### src/rtl/sd_pkg.sv
// rtl/sd_pkg.sv - shared types and frame lengths for the SD command engine
package sd_pkg;

    localparam int CMD_LEN  = 48;
    localparam int LONG_LEN = 136;

    typedef enum logic [1:0] {
        RESP_NONE  = 2'd0,
        RESP_SHORT = 2'd1,
        RESP_LONG  = 2'd2,
        RESP_BUSY  = 2'd3
    } resp_t;

    typedef enum logic [2:0] {
        IDLE,
        SEND,
        WAIT_RESP,
        RECV,
        BUSY,
        GAP
    } state_t;

    function automatic int max3(input int a, input int b, input int c);
        int m;
        m = (a > b) ? a : b;
        return (m > c) ? m : c;
    endfunction

endpackage

### src/rtl/sd_crc7.sv
// rtl/sd_crc7.sv - serial CRC7 (x^7 + x^3 + 1), MSB first, clear has priority
module sd_crc7 (
    input  logic       sdClock,
    input  logic       reset,
    input  logic       clear,
    input  logic       enable,
    input  logic       data,
    output logic [6:0] crc
);

    logic fb;

    assign fb = data ^ crc[6];

    always_ff @(posedge sdClock) begin
        if (!reset || clear) begin
            crc <= '0;
        end else if (enable) begin
            crc <= {crc[5:3], crc[2] ^ fb, crc[1:0], fb};
        end
    end

endmodule

### src/rtl/sd_cmd_engine.sv
// rtl/sd_cmd_engine.sv - SD CMD-line engine: command send, response receive/check, busy wait
module sd_cmd_engine
    import sd_pkg::*;
#(
    parameter int TIMEOUT_CYCLES = 1024,
    parameter int BUSY_TIMEOUT   = 65535,
    parameter int NCC_CYCLES     = 8
) (
    input  logic         sdClock,
    input  logic         reset,
    input  logic         cmd_i,
    output logic         cmd_o,
    output logic         cmd_oe,
    input  logic         dat0_i,
    input  logic         start,
    output logic         ready,
    input  logic [5:0]   cmd_index,
    input  logic [31:0]  cmd_arg,
    input  logic [1:0]   resp_type,
    input  logic         check_en,
    output logic         done,
    output logic         timeout,
    output logic         crc_err,
    output logic         index_err,
    output logic         busy_timeout,
    output logic [5:0]   resp_index,
    output logic [119:0] resp_arg
);

    localparam int CNT_MAX = max3(LONG_LEN, TIMEOUT_CYCLES, BUSY_TIMEOUT);
    localparam int CNT_W   = $clog2(CNT_MAX + 1);

    state_t             state;
    resp_t              rtype;
    logic               chk;
    logic [5:0]         idx_q;
    logic [CNT_W-1:0]   cnt;
    logic [38:0]        tx_sr;
    logic [132:0]       rx_sr;
    logic [133:0]       rx_full;
    logic               is_long;
    logic [CNT_W-1:0]   rx_last;
    logic [2:0]         crc_sel;
    logic               crc_ok;
    logic               crc_clear;
    logic               crc_en;
    logic               crc_data;
    logic [6:0]         crc_val;

    sd_crc7 u_crc7 (
        .sdClock (sdClock),
        .reset   (reset),
        .clear   (crc_clear),
        .enable  (crc_en),
        .data    (crc_data),
        .crc     (crc_val)
    );

    always_comb begin
        rx_full = {rx_sr, cmd_i};
        is_long = (rtype == RESP_LONG);
        rx_last = is_long ? CNT_W'(LONG_LEN - 2) : CNT_W'(CMD_LEN - 2);
        crc_sel = 3'(6'd45 - cnt[5:0]);
        crc_ok  = (rx_full[7:1] == crc_val) && rx_full[0];
    end

    // Clearing stands in for feeding the leading 0 start bit: CRC of a zero bit from zero is zero.
    always_comb begin
        crc_clear = 1'b0;
        crc_en    = 1'b0;
        crc_data  = 1'b0;
        case (state)
            IDLE:      crc_clear = start;
            SEND: begin
                crc_en   = (cnt < CNT_W'(39));
                crc_data = tx_sr[38];
            end
            WAIT_RESP: crc_clear = ~cmd_i;
            RECV: begin
                crc_en   = is_long ? (cnt >= CNT_W'(7) && cnt <= CNT_W'(126))
                                   : (cnt <= CNT_W'(38));
                crc_data = cmd_i;
            end
            default: ;
        endcase
    end

    always_ff @(posedge sdClock) begin
        if (!reset) begin
            state        <= IDLE;
            cnt          <= '0;
            ready        <= 1'b1;
            cmd_o        <= 1'b1;
            cmd_oe       <= 1'b1;
            done         <= 1'b0;
            timeout      <= 1'b0;
            crc_err      <= 1'b0;
            index_err    <= 1'b0;
            busy_timeout <= 1'b0;
            resp_index   <= '0;
            resp_arg     <= '0;
            rtype        <= RESP_NONE;
            chk          <= 1'b0;
            idx_q        <= '0;
            tx_sr        <= '0;
            rx_sr        <= '0;
        end else begin
            done <= 1'b0;
            case (state)
                IDLE: if (start) begin
                    rtype        <= resp_t'(resp_type);
                    chk          <= check_en;
                    idx_q        <= cmd_index;
                    tx_sr        <= {1'b1, cmd_index, cmd_arg};
                    timeout      <= 1'b0;
                    crc_err      <= 1'b0;
                    index_err    <= 1'b0;
                    busy_timeout <= 1'b0;
                    resp_index   <= '0;
                    resp_arg     <= '0;
                    ready        <= 1'b0;
                    cmd_o        <= 1'b0;
                    cnt          <= '0;
                    state        <= SEND;
                end
                // cnt is the bit on the wire; cmd_o is loaded with the following bit.
                SEND: begin
                    cnt <= cnt + 1'b1;
                    if (cnt < CNT_W'(39)) begin
                        cmd_o <= tx_sr[38];
                        tx_sr <= {tx_sr[37:0], 1'b0};
                    end else if (cnt < CNT_W'(46)) begin
                        cmd_o <= crc_val[crc_sel];
                    end else if (cnt == CNT_W'(46)) begin
                        cmd_o <= 1'b1;
                    end else begin
                        cnt <= '0;
                        if (rtype == RESP_NONE) begin
                            state <= GAP; done <= 1'b1;
                        end else begin
                            state <= WAIT_RESP; cmd_oe <= 1'b0;
                        end
                    end
                end
                WAIT_RESP: begin
                    if (!cmd_i) begin
                        state <= RECV; cnt <= '0;
                    end else if (cnt == CNT_W'(TIMEOUT_CYCLES - 1)) begin
                        timeout <= 1'b1;
                        state <= GAP; cnt <= '0; done <= 1'b1; cmd_o <= 1'b1; cmd_oe <= 1'b1;
                    end else begin
                        cnt <= cnt + 1'b1;
                    end
                end
                RECV: begin
                    rx_sr <= rx_full[132:0];
                    if (cnt == rx_last) begin
                        resp_index <= is_long ? rx_full[133:128] : rx_full[45:40];
                        resp_arg   <= is_long ? rx_full[127:8] : {88'b0, rx_full[39:8]};
                        crc_err    <= chk & ~crc_ok;
                        index_err  <= chk & ~is_long & (rx_full[45:40] != idx_q);
                        cnt        <= '0;
                        if (rtype == RESP_BUSY) begin
                            state <= BUSY;
                        end else begin
                            state <= GAP; done <= 1'b1; cmd_o <= 1'b1; cmd_oe <= 1'b1;
                        end
                    end else begin
                        cnt <= cnt + 1'b1;
                    end
                end
                // The card may not have pulled DAT0 low yet in the first two cycles.
                BUSY: begin
                    if (cnt >= CNT_W'(2) && dat0_i) begin
                        state <= GAP; cnt <= '0; done <= 1'b1; cmd_o <= 1'b1; cmd_oe <= 1'b1;
                    end else if (cnt == CNT_W'(BUSY_TIMEOUT - 1)) begin
                        busy_timeout <= 1'b1;
                        state <= GAP; cnt <= '0; done <= 1'b1; cmd_o <= 1'b1; cmd_oe <= 1'b1;
                    end else begin
                        cnt <= cnt + 1'b1;
                    end
                end
                GAP: begin
                    if (cnt == CNT_W'(NCC_CYCLES - 1)) begin
                        state <= IDLE; ready <= 1'b1; cnt <= '0;
                    end else begin
                        cnt <= cnt + 1'b1;
                    end
                end
                default: state <= IDLE;
            endcase
        end
    end

endmodule

### config.mk
export PLATFORM = sky130hd
export DESIGN_NAME = sd_cmd_engine
export DESIGN_NICKNAME = d
export VERILOG_FILES = /design/src/rtl/sd_pkg.sv /design/src/rtl/sd_crc7.sv /design/src/rtl/sd_cmd_engine.sv
export SDC_FILE = /design/constraint.sdc
export NUM_CORES = 1
export LEC_CHECK = 0
export CAP_MARGIN = 25
export CORE_ASPECT_RATIO = 0.9
export CORE_MARGIN = 2
export CORE_UTILIZATION = 50
export DETAILED_ROUTE_END_ITERATION = 6
export HOLD_SLACK_MARGIN = 0.12
export PLACE_DENSITY = 0.84
export SLEW_MARGIN = 25
export SYNTH_ARGS = -nofsm -noshare
export SYNTH_HDL_FRONTEND = slang
export SYNTH_SLANG_ARGS = --single-unit
### constraint.sdc
create_clock -name sdClock -period 3.27 [get_ports sdClock]
set_input_delay 0.654 -clock sdClock [delete_from_list [all_inputs] [get_ports sdClock]]
set_output_delay 0.654 -clock sdClock [all_outputs]
set_load 0.01 [all_outputs]
Yosys cells after proc, flatten, opt, wreduce, memory -nomap -nowiden

Index checks and enable logic that the tools add are counted.

Register bits after elaboration: 341
Input port bits: 46
Output and inout port bits: 134
Logic and storage cells: 168

$add $sub $neg: 2
Order comparisons: 7
Equal/unequal tests: 30
Muxes and demuxes: 78
Bitwise gates (word level): 8
Reductions and logical operators: 25

Operators by type and width:

| cell                                                                                 | count |
|---|---|
| 120-bit two-way mux                                                                  | 3 |
| 120-bit case mux with 2 select lines                                                 | 1 |
| 16-bit two-way mux                                                                   | 10 |
| 16-bit case mux with 6 select lines                                                  | 1 |
| 39-bit two-way mux                                                                   | 2 |
| 39-bit case mux with 2 select lines                                                  | 1 |
| 3-bit two-way mux                                                                    | 11 |
| 16-bit by 6-bit < comparator with 1-bit output, second input constant                | 2 |
| 1-bit two-way mux                                                                    | 31 |
| 2-bit inequality test, second input constant                                         | 13 |
| 6-bit two-way mux                                                                    | 3 |
| 3-bit case mux with 6 select lines                                                   | 1 |
| 16-bit by 1-bit adder with 16-bit output, second input constant                      | 1 |
| 16-bit by 10-bit == test with 1-bit output, second input constant                    | 1 |
| 16-bit == test, second input constant                                                | 1 |
| 16-bit by 3-bit == test with 1-bit output, second input constant                     | 1 |
| 16-bit by 6-bit == test with 1-bit output, second input constant                     | 1 |
| 16-bit by 8-bit == test with 1-bit output                                            | 1 |
| 16-bit by 2-bit greater-or-equal comparator with 1-bit output, second input constant | 1 |
| 16-bit by 3-bit greater-or-equal comparator with 1-bit output, second input constant | 1 |
| 16-bit by 6-bit less-or-equal comparator with 1-bit output, second input constant    | 1 |
| 16-bit by 7-bit less-or-equal comparator with 1-bit output, second input constant    | 1 |
| 1-bit case mux with 2 select lines                                                   | 8 |
| 8-bit AND reduction                                                                  | 2 |
| other kinds (31)                                                                     | 51 |

Logic depth before layout (Yosys ltp)

Word-level depth: 6
Depth in mapped cells: 10
Gate-level depth less buffers: 8

Cells and area by module

A second synthesis with hierarchy kept.

Cells, all modules: 1,721
Area total of the unflattened synthesis: 13,675.6 µm²

By module, submodules not included:

| module        | times used | cells each | area each (µm²) | seq. area each (µm²) |
|---|---|---|---|---|
| sd_cmd_engine | 1          | 1,693      | 13,377.8        | 6,686.4 |
| sd_crc7       | 1          | 28         | 297.8           | 140.1 |

Worst setup path before layout

No wires, ideal clock.

Path type: reg2reg
From: register cnt[0]
To: register cnt[10]
Setup time: 0.122 ns
Arrival time: 2.234 ns
Data required time: 3.148 ns
Setup slack: 0.914 ns
Cell stages (with the launch flop): 10
Buffers on the path: 2
Clock period less this slack: 2.356 ns
Cell sequence: dfxtp_1 > clkbuf_1 > inv_1 > ha_1 > or4b_1 > a211oi_4 > o21ai_2 > or2_1 > buf_6 > o311a_1

Word-level cells in the longest chain between the ends: 5
Elaborated cells between the ends (all ways): 20
Those cells by class: add/sub (1); order compare (3); eq/ne (5); mux (10); reduce/logical (1)

RTL lines:

| item                                                                                                  | RTL line             | source |
|---|---|---|
| from (decl)                                                                                           | sd_cmd_engine.sv:37  | `logic [CNT_W-1:0] cnt;` |
| from (signal assigned)                                                                                | sd_cmd_engine.sv:128 | `cnt <= cnt + 1'b1;` |
| from (signal assigned)                                                                                | sd_cmd_engine.sv:152 | `cnt <= cnt + 1'b1;` |
| from (signal assigned)                                                                                | sd_cmd_engine.sv:169 | `cnt <= cnt + 1'b1;` |
| 16-bit by 1-bit adder with 16-bit output or 16-bit by 6-bit == test with 1-bit output (tied branches) | -                    |  |
| 16-bit two-way mux                                                                                    | sd_cmd_engine.sv:134 | `end else if (cnt == CNT_W'(46)) begin` |
| 16-bit two-way mux                                                                                    | sd_cmd_engine.sv:132 | `end else if (cnt < CNT_W'(46)) begin` |
| 16-bit two-way mux                                                                                    | sd_cmd_engine.sv:129 | `if (cnt < CNT_W'(39)) begin` |
| 16-bit case mux with 6 select lines (*)                                                               | sd_cmd_engine.sv:109 | `case (state)` |

Mark *: on every way between the ends. The rest lies on a longest branch, timed or not.
A chain may end at the register's enable or synchronous reset.

Final worst setup path

From: register rtype[0]
To: register cnt[9]

Word-level cells in the longest chain between the ends: 5

RTL lines:

| item                                      | RTL line             | source |
|---|---|---|
| from (decl)                               | sd_cmd_engine.sv:34  | `resp_t rtype;` |
| from (signal assigned)                    | sd_cmd_engine.sv:111 | `rtype <= resp_t'(resp_type);` |
| 2-bit == test                             | sd_cmd_engine.sv:61  | `is_long = (rtype == RESP_LONG);` |
| 8-bit two-way mux                         | sd_cmd_engine.sv:62  | `rx_last = is_long ? CNT_W'(LONG_LEN - 2) : CNT_W'(CMD_LEN - 2);` |
| 16-bit by 8-bit == test with 1-bit output | sd_cmd_engine.sv:157 | `if (cnt == rx_last) begin` |
| 16-bit two-way mux                        | sd_cmd_engine.sv:157 |  |
| 16-bit case mux with 6 select lines       | sd_cmd_engine.sv:109 |  |

No other way between the ends.

==> impl_metrics.json <==
{
  "synth-simple-area-share": 0.223,
  "startpoint": "rtype[0]$_SDFFE_PN0P_",
  "rsz0062_at_grt": "false",
  "max-clock-path-buffers": 3,
  "initial_core_util": 0.505,
  "clk_latency_ps": 510,
  "routedWlPerCell_um": 15.4,
  "grt.total_usage": 0.229,
  "syn_inst": 1668,
  "cp-start-kind": "flip-flop",
  "synth_edf_count": 0,
  "grt_max_degree": 174,
  "core-area_sq_um": 26800,
  "io_buffer_count": 179,
  "drt_iter0_drc": 1128,
  "muxShareOfSynthArea": 0.0421,
  "synth_area_leaders": "dfxtp_1, nand2_1, a21oi_1, nand3_1, mux2i_1",
  "critPathKind": "reg2reg",
  "clkSlewWorstSetupHoldPaths_ps": 60,
  "instances_no_fill": 2148,
  "synth_fa_ha_area_frac": 0.00443,
  "peakVddDrop_mv": 0.405,
  "cts_buffers": 37,
  "syn_to_final_growth_pct": 24.4,
  "final_common_cell": "nand2_1",
  "drive_gt1_frac": 0.0630,
  "synth_top_cell_by_area": "dfxtp_1",
  "endpoint_kind": "flip-flop",
  "skew_ps": 13.5,
  "die_h_um": 160,
  "place_area_sq_um": 15500,
  "critical_path_arrival_ps": 3110,
  "num_vias": 11900,
  "gr-total-overflow": 0,
  "final_nets": 1817,
  "reg2reg_to": "cnt[9]$_SDFFE_PN0P_",
  "die_area_sq_um": 28400,
  "yosys_warnings": 0,
  "netlist.area_leader.share": 0.504,
  "grt_antenna_before_repair": 0,
  "leakage_nw": 5.72,
  "rr_startpoint": "rtype[0]$_SDFFE_PN0P_",
  "clock.fmax_mhz": 368,
  "hold_path_class": "reg2reg",
  "crit_fanout": 12,
  "cts_max_level": 2,
  "cap_violations": 0,
  "post-route-period-util": 0.832,
  "synth.cell_area_sq_um": 13600,
  "outcome": "finished clean",
  "crit_required_ps": 3660,
  "num_antenna_cells": 0,
  "synth_seq_cells": 341,
  "power.density_nw_per_um2": 657,
  "drc_errors": 0,
  "final.setup.tns_ps": 0,
  "synth_compound_area_frac": 0.167,
  "async_flop_share": 0,
  "synth.distinct_cells": 62,
  "dp_hpwl_um": 20600,
  "synthesis.nets": 1718,
  "fin_area_sq_um": 16900,
  "ctsHoldBuffers": 0,
  "ff2ff_path_depth": 6,
  "grt_pass1_vias": 11200,
  "place.gp.congestion": 0.898,
  "r2r_slack_ps": 550,
  "grt_first_pass_wirelength_um": 54900,
  "hold_viol_final": 0,
  "cts_tree": "built",
  "ant_nets": 0,
  "fin_crit_ps": 2720,
  "first_pass_iters": 5,
  "timing.max_slew.rel_slack": 0.429,
  "dp.cells": 2082,
  "synth.yosys.seq_area_share": 0.504,
  "wl_um": 33100,
  "cts_resized": 0,
  "syn_avg_cell_area_sq_um": 8.13,
  "drv_slew": 0,
  "worst_slew_pin_slew_ps": 856,
  "finalSetupViolCount": 0,
  "postCtsSetupBuffers": 0,
  "die_x_um": 178,
  "ioPinCount": 180,
  "crit_path_end": "cnt[9]$_SDFFE_PN0P_",
  "cts_sinks": 341,
  "synth_xor_area_frac": 0.0123,
  "synth_ff_type": "dfxtp_1",
  "vias_per_cell": 5.55,
  "synth_top_family_by_area": "simple AND/OR/NAND/NOR gates",
  "root_buffer": "clkbuf_16",
  "final_cell_mix": "nand2_1, dfxtp_1, a21oi_1, clkdlybuf4s50_1, nand3_1",
  "total_power_mw": 11.1,
  "rows": 57
}
-- cell usage after synthesis (all sizes together), types with 3 or more instances --
cell type / n
nand2: 441
o311a: 8
mux2i: 48
and2: 5
a211oi: 45
or3: 3
a21oi: 279
nand4: 5
a31oi: 9
o21ai: 16
dfxtp: 341
nor2b: 7
buf: 33
and3: 9
clkbuf: 111
mux2: 6
a32o: 3
inv: 6
xnor2: 7
or2: 3
o31ai: 8
nor2: 68
xor2: 12
nand3: 137
o211ai: 3
ha: 4
nor4: 8
nor3: 12
or4b: 3
-- per-stage QoR --
step	worst slack (ps)	utilization	hold slack, ps
finish	550	0.629	449
global route	407	0.629	465
CTS	558	0.629	450
detailed placement	594	0.580	444
global placement	658	0.580	438
floorplan	914	-	434
-- logic make-up after synthesis --
logic type                 count (synthesis)
AOI/OAI and AO/OA                        389
xor gates and xnor gates                  19
adders and majority gates                  5
buffers and inverters                    150
DFF                                      341
muxes                                     55
and+or+nand+nor                          709
-- how the worst min path moves through the flow --
stage / start / end / slack, ps / depth (start not counted)
after global placement: resp_arg[65]$_SDFFE_PN0P_ / resp_arg[65]$_SDFFE_PN0P_ / 440 / 2
final: resp_arg[70]$_SDFFE_PN0P_ / resp_arg[70]$_SDFFE_PN0P_ / 450 / 2
after global routing: resp_arg[49]$_SDFFE_PN0P_ / resp_arg[49]$_SDFFE_PN0P_ / 460 / 2
after floorplan: rx_sr[132]$_SDFFE_PN0P_ / rx_sr[132]$_SDFFE_PN0P_ / 430 / 2
after detailed placement: resp_arg[58]$_SDFFE_PN0P_ / resp_arg[58]$_SDFFE_PN0P_ / 440 / 2
after CTS: resp_arg[58]$_SDFFE_PN0P_ / resp_arg[58]$_SDFFE_PN0P_ / 450 / 2
-- power by group --
group | switching, mW | internal (mW) | total, mW
sequential | 0.212 | 4.45 | 4.66
clock | 1.64 | 2.75 | 4.40
combinational | 1.29 | 0.724 | 2.01
total | 3.14 | 7.93 | 11.1
-- sequential cells by signal, indices dropped and copies added, names as in the netlist, 2 cells and up --
signal,cells
idx_q,6
rx_sr,133
tx_sr,39
u_crc7.crc,7
rtype,2
resp_arg,120
cnt,16
resp_index,6
state,3
-- critical path: stages, from the launching register on --
cell and delay [ps]:
dfxtp_1 470, nand2b_4 290, or3b_2 500, a211oi_4 440, o21ai_2 140, or2_1 390, o311a_1 380
-- layout make-up --
type / count / area (sq um)
multi-input cells: 1177 / 6130
inverters: 6 / 30.0
clock inverters: 15 / 215
well taps: 354 / 443
flip-flops and latches: 341 / 6830
repair buffers: 204 / 2120
fillers: 2225 / 9960
clock buffers: 51 / 1100
-- metal layers --
metal  global-route usage  vias up  wire length (um)
met5                    0        -                 0
met4               0.0741        0               888
met3               0.0443       69              2170
met2                0.366      404             15300
met1                0.312     5545             14700
li1                     -     5896                 -
No activity file was read; power rests on OpenSTA's default activity.
